===== config.mk =====
export PLATFORM = sky130hd
export DESIGN_NAME = cpu_run_ctrl
export DESIGN_NICKNAME = d
export VERILOG_FILES = /design/src/rtl/cpu_run_ctrl.sv
export SDC_FILE = /design/constraint.sdc
export NUM_CORES = 1
export LEC_CHECK = 0
export CAP_MARGIN = 25
export CORE_ASPECT_RATIO = 0.5
export CORE_MARGIN = 1
export CORE_UTILIZATION = 49
export DETAILED_ROUTE_END_ITERATION = 6
export MAX_ROUTING_LAYER = met4
export PLACE_DENSITY_LB_ADDON = 0.08
export SYNTH_ARGS = -nofsm -noshare
export SYNTH_HDL_FRONTEND = slang
export SYNTH_SLANG_ARGS = --single-unit

===== constraint.sdc =====
create_clock -name clk -period 2 [get_ports clk]
set_input_delay 0.2 -clock clk [delete_from_list [all_inputs] [get_ports clk]]
set_output_delay 0.2 -clock clk [all_outputs]
set_load 0.03 [all_outputs]

===== src/rtl/cpu_run_ctrl.sv =====
// cpu_run_ctrl: run sequencer for the MIPS core (reset, start, pause, abort, watchdog)
//
// Ports:
//   clk          system clock, rising edge
//   rst_n        asynchronous active-low reset
//   start        one-cycle run request, ignored while busy
//   hold         level, pauses the core while running
//   abort        one-cycle request to end the run (honoured in HOLD_RST and RUN)
//   cpu_stopped  core reports it has halted
//   cpu_rst_n    active-low reset to the core
//   cpu_run      core clock-enable
//   busy         high from accepted start until done drops
//   done         one-cycle completion pulse
//   status       00 halted, 01 aborted, 10 watchdog
//   cycle_count  cycles cpu_run was high in the current/last run (saturating)
//
// Build option: define CPU_RUN_WATCHDOG_EN to enable the WDOG_LIMIT watchdog.
module cpu_run_ctrl #(
    parameter int CYCLE_W    = 32,
    parameter int RST_CYCLES = 4,
    parameter int WDOG_LIMIT = 1000000
) (
    input  logic               clk,
    input  logic               rst_n,
    input  logic               start,
    input  logic               hold,
    input  logic               abort,
    input  logic               cpu_stopped,
    output logic               cpu_rst_n,
    output logic               cpu_run,
    output logic               busy,
    output logic               done,
    output logic [1:0]         status,
    output logic [CYCLE_W-1:0] cycle_count
);
    typedef enum logic [1:0] {IDLE, HOLD_RST, RUN, DONE} state_t;

    localparam logic [1:0] ST_HALT  = 2'b00;
    localparam logic [1:0] ST_ABORT = 2'b01;
    localparam logic [1:0] ST_WDOG  = 2'b10;

    state_t             state;
    logic [7:0]         rcnt;
    logic [CYCLE_W-1:0] cnt_inc;
    logic               sat;
    logic               wdog_hit;

    assign cnt_inc = cycle_count + 1'b1;
    assign sat     = &cycle_count;

`ifdef CPU_RUN_WATCHDOG_EN
    // Fires on the edge where the count would reach the limit, so the final value equals it.
    assign wdog_hit = cpu_run && !sat && (cnt_inc == CYCLE_W'(WDOG_LIMIT));
`else
    logic unused_wdog_limit;
    assign unused_wdog_limit = |WDOG_LIMIT;
    assign wdog_hit = 1'b0;
`endif

    always_ff @(posedge clk or negedge rst_n) begin
        if (!rst_n) begin
            state       <= IDLE;
            rcnt        <= '0;
            cpu_rst_n   <= 1'b0;
            cpu_run     <= 1'b0;
            busy        <= 1'b0;
            done        <= 1'b0;
            status      <= ST_HALT;
            cycle_count <= '0;
        end else begin
            done <= 1'b0;
            case (state)
                IDLE: if (start) begin
                    state       <= HOLD_RST;
                    busy        <= 1'b1;
                    cpu_rst_n   <= 1'b0;
                    cpu_run     <= 1'b0;
                    status      <= ST_HALT;
                    cycle_count <= '0;
                    rcnt        <= 8'(RST_CYCLES);
                end
                HOLD_RST: begin
                    // An abort here leaves the core held in reset.
                    if (abort) begin
                        state  <= DONE;
                        done   <= 1'b1;
                        status <= ST_ABORT;
                    end else if (rcnt == 8'd1) begin
                        state     <= RUN;
                        cpu_rst_n <= 1'b1;
                        cpu_run   <= 1'b1;
                    end else begin
                        rcnt <= rcnt - 8'd1;
                    end
                end
                RUN: begin
                    // The cycle in which an exit is sampled still counts if the core ran.
                    if (cpu_run && !sat)
                        cycle_count <= cnt_inc;
                    if (abort || cpu_stopped || wdog_hit) begin
                        state   <= DONE;
                        done    <= 1'b1;
                        cpu_run <= 1'b0;
                        status  <= abort ? ST_ABORT : cpu_stopped ? ST_HALT : ST_WDOG;
                    end else begin
                        cpu_run <= !hold;
                    end
                end
                default: begin
                    state <= IDLE;
                    busy  <= 1'b0;
                end
            endcase
        end
    end
endmodule


==> results of run 1 <==
-- critical path: cells and delay by family, from the launching register on --
family	cells	cell delay, ns
buffers and inverters	2	0.29
multiplexers	1	0.18
flip-flops	1	0.40
AND/OR/NAND/NOR	1	0.37
AO/OA/AOI/OAI	2	0.38
adder cells (fa/ha/maj)	1	0.24
-- power breakdown --
part / total [mW] / switching (mW) / internal, mW
clock: 0.960 / 0.371 / 0.589
sequential: 1.31 / 0.153 / 1.16
combinational: 2.26 / 1.31 / 0.949
-- per-layer routing --
metal | GRT usage, % | routed length (um) | vias to the layer above
met1 | 41.18 | 4055 | 1508
met4 | 11.20 | 100 | 0
met5 | - | 0 | -
met3 | 6.371 | 738 | 11
li1 | - | - | 1455
met2 | 48.93 | 4041 | 149
-- cell type report --
| type | instances | area [um2] |
|---|---|---|
| clock inverter | 2 | 35.03 |
| fill | 433 | 1598 |
| multi-input combinational | 250 | 1630 |
| clock buffer | 6 | 128.9 |
| timing repair buffer | 104 | 889.6 |
| inverter | 15 | 56.30 |
| tap | 73 | 91.34 |
| sequential | 48 | 1205 |
-- cell usage in the layout (no fill, tap or decap), types with 6 or more instances in the layout --
master / synthesis / layout
inv_1: 15 / 15
nor2_1: 21 / 21
a21oi_1: 12 / 12
ha_1: 7 / 6
o31ai_1: 12 / 12
dfrtp_1: 48 / 45
clkdlybuf4s50_1: 0 / 42
o21ai_0: 17 / 17
nand2_1: 26 / 25
nand4_1: 19 / 19
nor4_1: 8 / 7
nor3_1: 7 / 6
buf_4: 1 / 59
nand3_1: 27 / 26
and3_1: 9 / 9
and2_1: 8 / 8
-- sequential cells by signal, indices dropped and copies added (netlist names) --
register / cells
cpu_rst_n: 1
state: 2
status: 2
done: 1
busy: 1
cycle_count: 32
rcnt: 8
cpu_run: 1
-- timing repair --
action,CTS,global route
buffers inserted,0,2
resized for setup,1,11
endpoints found under the setup margin,2,38
hold endpoints to repair,24,0
pin swaps,0,2
hold buffers,1,0
cloned,0,0
-- cell usage after synthesis, types with 3 or more instances --
cell type / number / area share [%]
a211oi_1: 3 / 0.77
a21oi_1: 12 / 2.0
a22o_1: 3 / 0.89
a31oi_1: 5 / 1.1
a41oi_1: 3 / 0.89
and2_1: 8 / 1.7
and3_1: 9 / 1.9
buf_2: 3 / 0.51
clkbuf_1: 10 / 1.3
dfrtp_1: 48 / 41
ha_1: 7 / 3.0
inv_1: 15 / 1.9
mux2i_1: 3 / 1.0
nand2_1: 26 / 3.3
nand2b_1: 3 / 0.64
nand3_1: 27 / 4.6
nand4_1: 19 / 4.0
nor2_1: 21 / 2.7
nor2b_1: 3 / 0.64
nor3_1: 7 / 1.2
nor4_1: 8 / 1.7
o211ai_1: 3 / 0.77
o21ai_0: 17 / 2.9
o2bb2ai_1: 5 / 1.5
o311ai_0: 7 / 2.1
o31ai_1: 12 / 3.1
o41ai_1: 3 / 0.89
or4_1: 4 / 1.0
xor2_1: 5 / 1.5
-- cell families after synthesis --
group	Yosys count	synth area share (%)
AOI/OAI and AO/OA	85	20.03
DFF	48	40.83
muxes	5	1.786
xor gates and xnor gates	6	1.786
adders and majority gates	7	2.977
and+or+nand+nor	147	28.07
buffers and inverters	31	4.508
-- path summary, 6_finish.rpt --
kind                                start  slack [ns]         endpoint
worst min register to register  status[1]        0.50        status[1]
worst min-delay path                rst_n        0.46   cycle_count[5]
max in group asynchronous           rst_n        0.91   cycle_count[6]
worst max register to register   state[0]        0.03  cycle_count[23]
worst max-delay path             state[0]        0.03  cycle_count[23]
min in group clk                status[1]        0.50        status[1]
-- through the flow --
step,area [um2],util (%)
3_5_place_dp,3820,67.80
5_1_grt,4036,71.64
4_1_cts,3996,70.93
3_3_place_gp,3820,67.80
2_1_floorplan,2944,-
6_report,4036,71.64
==> flow_summary.ini, run 1 <==
[min_path]
worstHoldPathType = in2async

[clock_network]
cts_tree = done
h-tree-depth = 2
cts_buffers = 5
clk_latency_ns = 0.29
ctsLongestPathBuffers = 2
clkSinkCount = 48
root_buffer = clkbuf_16
path_clk_slew_ns = 0.06

[synth]
seq_area_frac_synth_pct = 40.83
yosysUniqueCellTypes = 52
synth_edf_count = 0
synth_nets = 342
postSynth.asyncResetShare_pct = 100.0
syn_area_um2 = 2942
syn_inst = 329
ys_warn_count = 0
avgSynthCellArea_um2 = 8.941
ys.flop_type = dfrtp_1
ys_ff_latch = 48

[placed_design]
dpl.hpwl_um = 6590
place_ws_ns = -0.00007594
gp_congestion = 0.9559
numPortBuffers = 43
placed_cells = 487

[status]
violations = DRC
outcome = finished, violations left

[drt]
drtIter0Drc = 293
vias_per_cell = 6.271
first_pass_iters = 7
drc = 6
routed_wl_um = 8935
antenna_left = 0
wl_per_cell_um = 17.94
num_vias = 3123

[timing]
setup_viol = 0
maxSlewViolCount = 0
grt_setup_unrepaired = true
setup_tns_ns = 0
period_share_pct = 98.75
final.min_clock_period_ns = 1.975
setup_slack_ns = 0.02507
fin_worst_skew_ns = 0.005674
hold_violations = 0
whs_ns = 0.4597
worst_slew_pin_slew_ns = 0.6314
fmax_mhz = 506.3
slew_headroom_pct = 57.90

[flow_run]
cap_violations = 0

[critical_path]
critical-path-max-stage-delay_ns = 0.40
crit_path_end_kind = flop
start_kind = flop
r2r_cells = 7
required_ns = 2.18
crit_fanout = 11
crit_chain = inv_1 > ha_2 > mux2_2 > o21ai_1 > buf_4 > or2_2 > a211o_1
critPathArrivalTime_ns = 2.15
critical_path_class = reg2reg
worst_path_max_delay_cell = dfrtp_1

[cells_and_area]
drive_above_1_share_pct = 20.24
syn2layout_area_growth_pct = 37.22
antenna_cells = 0
instances_no_fill = 498
num-nets-final = 437

[die]
fp.dieW_um = 111.6
ios = 44
start_util_pct = 52.21
dieArea_um2 = 6336
rows = 19
coreArea_um2 = 5634
dieHeight_um = 56.79

[power]
ir_drop_mv = 0.8995
power.density_nw_per_um2 = 1122
finalPower_mw = 4.531
leakage_nw = 1.734

[global_routing]
grt_use_total_pct = 31.47
grt_pass1_wl_um = 14840
antenna_found_initial = 0
overflow = 0
grt_max_degree = 27
first_global_vias = 3019
Note: power is estimated with default switching activity, not from simulation.
==> run 2, diff against run 1 <==
Settings changed: PLACE_DENSITY_LB_ADDON 0.08 to 0.2.
==> flow_summary.ini, run 2 (synthesis gave the netlist of run 1 again) <==
[min_path]
worstHoldPathType = in2async

[cells_and_area]
n_fill_cell = 426
layout_top_registers = cycle_count: 32 flops, rcnt: 8 flops
antenna_cells = 0
syn2layout_area_growth_pct = 41.85
largest_reg_flops = 32
final_cell_mix = buf_4, dfrtp_1, clkdlybuf4s50_1
regArea_um2 = 1205
num-nets-final = 452
instances_no_fill = 513
mostFrequentLayoutCell = buf_4
regMostFlops = cycle_count
multi_input_area_um2 = 1664
finalInstanceArea_um2 = 4173
drive_above_1_share_pct = 23.86
fin_util_pct = 74.06

[placed_design]
gp_congestion = 0.9704
dpl.hpwl_um = 6832
numPortBuffers = 43
post_dp_cell_area_um2 = 3925
placed_cells = 501

[timing]
period_share_pct = 97.20
maxSlewViolCount = 0
final.min_clock_period_ns = 1.944
slew_headroom_pct = 55.15
worst_slew_pin_slew_ns = 0.6728
hold_violations = 0
fin_worst_skew_ns = 0.006501
fmax_mhz = 514.4
setup_viol = 0
setup_tns_ns = 0

[drt]
antenna_left = 0
routed_wl_um = 9175
drc = 4
first_pass_iters = 7
drtIter0Drc = 354
wl_per_cell_um = 17.88
num_vias = 3170
vias_per_cell = 6.179

[global_routing]
grt_max_degree = 28
grt_use_total_pct = 32.19
antenna_found_initial = 0
overflow = 0
first_global_vias = 2992
grt_pass1_wl_um = 15210

[clock_network]
h-tree-depth = 2
path_clk_slew_ns = 0.07
cts_tree = done
clkSinkCount = 48
ctsLongestPathBuffers = 2
cts_buffers = 5
root_buffer = clkbuf_16
clk_latency_ns = 0.29

[critical_path]
crit_fanout = 5
crit_path_end_kind = flop
start_kind = flop
critPathArrivalTime_ns = 2.15
required_ns = 2.20
critical_path_class = reg2reg

[die]
start_util_pct = 52.21
coreArea_um2 = 5634
ios = 44
dieHeight_um = 56.79
rows = 19
fp.dieW_um = 111.6
dieArea_um2 = 6336

[status]
violations = DRC
outcome = finished, violations left

[flow_run]
cap_violations = 0

[power]
ir_drop_mv = 0.9290
power.density_nw_per_um2 = 1085
leakage_nw = 1.812
run 2: critical path: stages, from the launching register on:
cell and delay (ns):
dfrtp_1 0.37, buf_4 0.13, nand3_1 0.14, nor4_4 0.31, buf_4 0.19, nand4_1 0.15
or4_1 0.45, o21ai_0 0.11
run 2: final cells by class:
cell class,count,share of cell area [%]
sequential,48,28.88
inverter,15,1.349
clock inverter,2,0.3598
tap,73,2.189
timing repair buffer,119,24.02
multi-input combinational,250,39.88
clock buffer,6,3.328
run 2: what timing repair did:
| item | CTS | global route |
|---|---|---|
| setup buffers | 0 | 3 |
| setup endpoints to repair | 0 | 36 |
| resized for setup | 0 | 18 |
| hold buffers | 1 | 0 |
| endpoints found under the hold margin | 25 | 0 |
run 2: metrics by stage:
stage               hold slack, ns  setup slack [ns]  power [mW]
floorplan                 -0.09559          0.009047       2.641
global placement            0.2492           0.07027       3.439
detailed placement          0.2661           0.03414       3.526
CTS                         0.4807           0.01491       4.415
global route                0.5163         -0.005826       4.812
finish                      0.4820           0.05595       4.526
run 2: routing by layer:
layer	global-route usage, %	up-vias	wire length, um
met5	-	-	0
met2	47.14	158	3973
li1	-	1477	-
met3	9.719	8	873
met4	5.405	0	67
met1	44.53	1527	4261
run 2: report_power, final:
part	internal, mW	total (mW)	switching, mW	leakage [nW]
combinational	0.993	2.35	1.35	1.10
sequential	1.16	1.29	0.135	0.642
clock	0.498	0.889	0.391	0.0691
total	2.65	4.53	1.88	1.81
run 2: worst paths after layout:
kind	to	from	slack, ns	cells past startpoint
worst max-delay path	cycle_count[19]	cycle_count[12]	0.06	7
worst min-delay path	cycle_count[5]	rst_n	0.48	2
worst max register to register	cycle_count[19]	cycle_count[12]	0.06	7
worst min register to register	status[0]	status[0]	0.48	2
max in group asynchronous	cycle_count[25]	rst_n	0.87	3
min in group clk	status[0]	status[0]	0.48	2
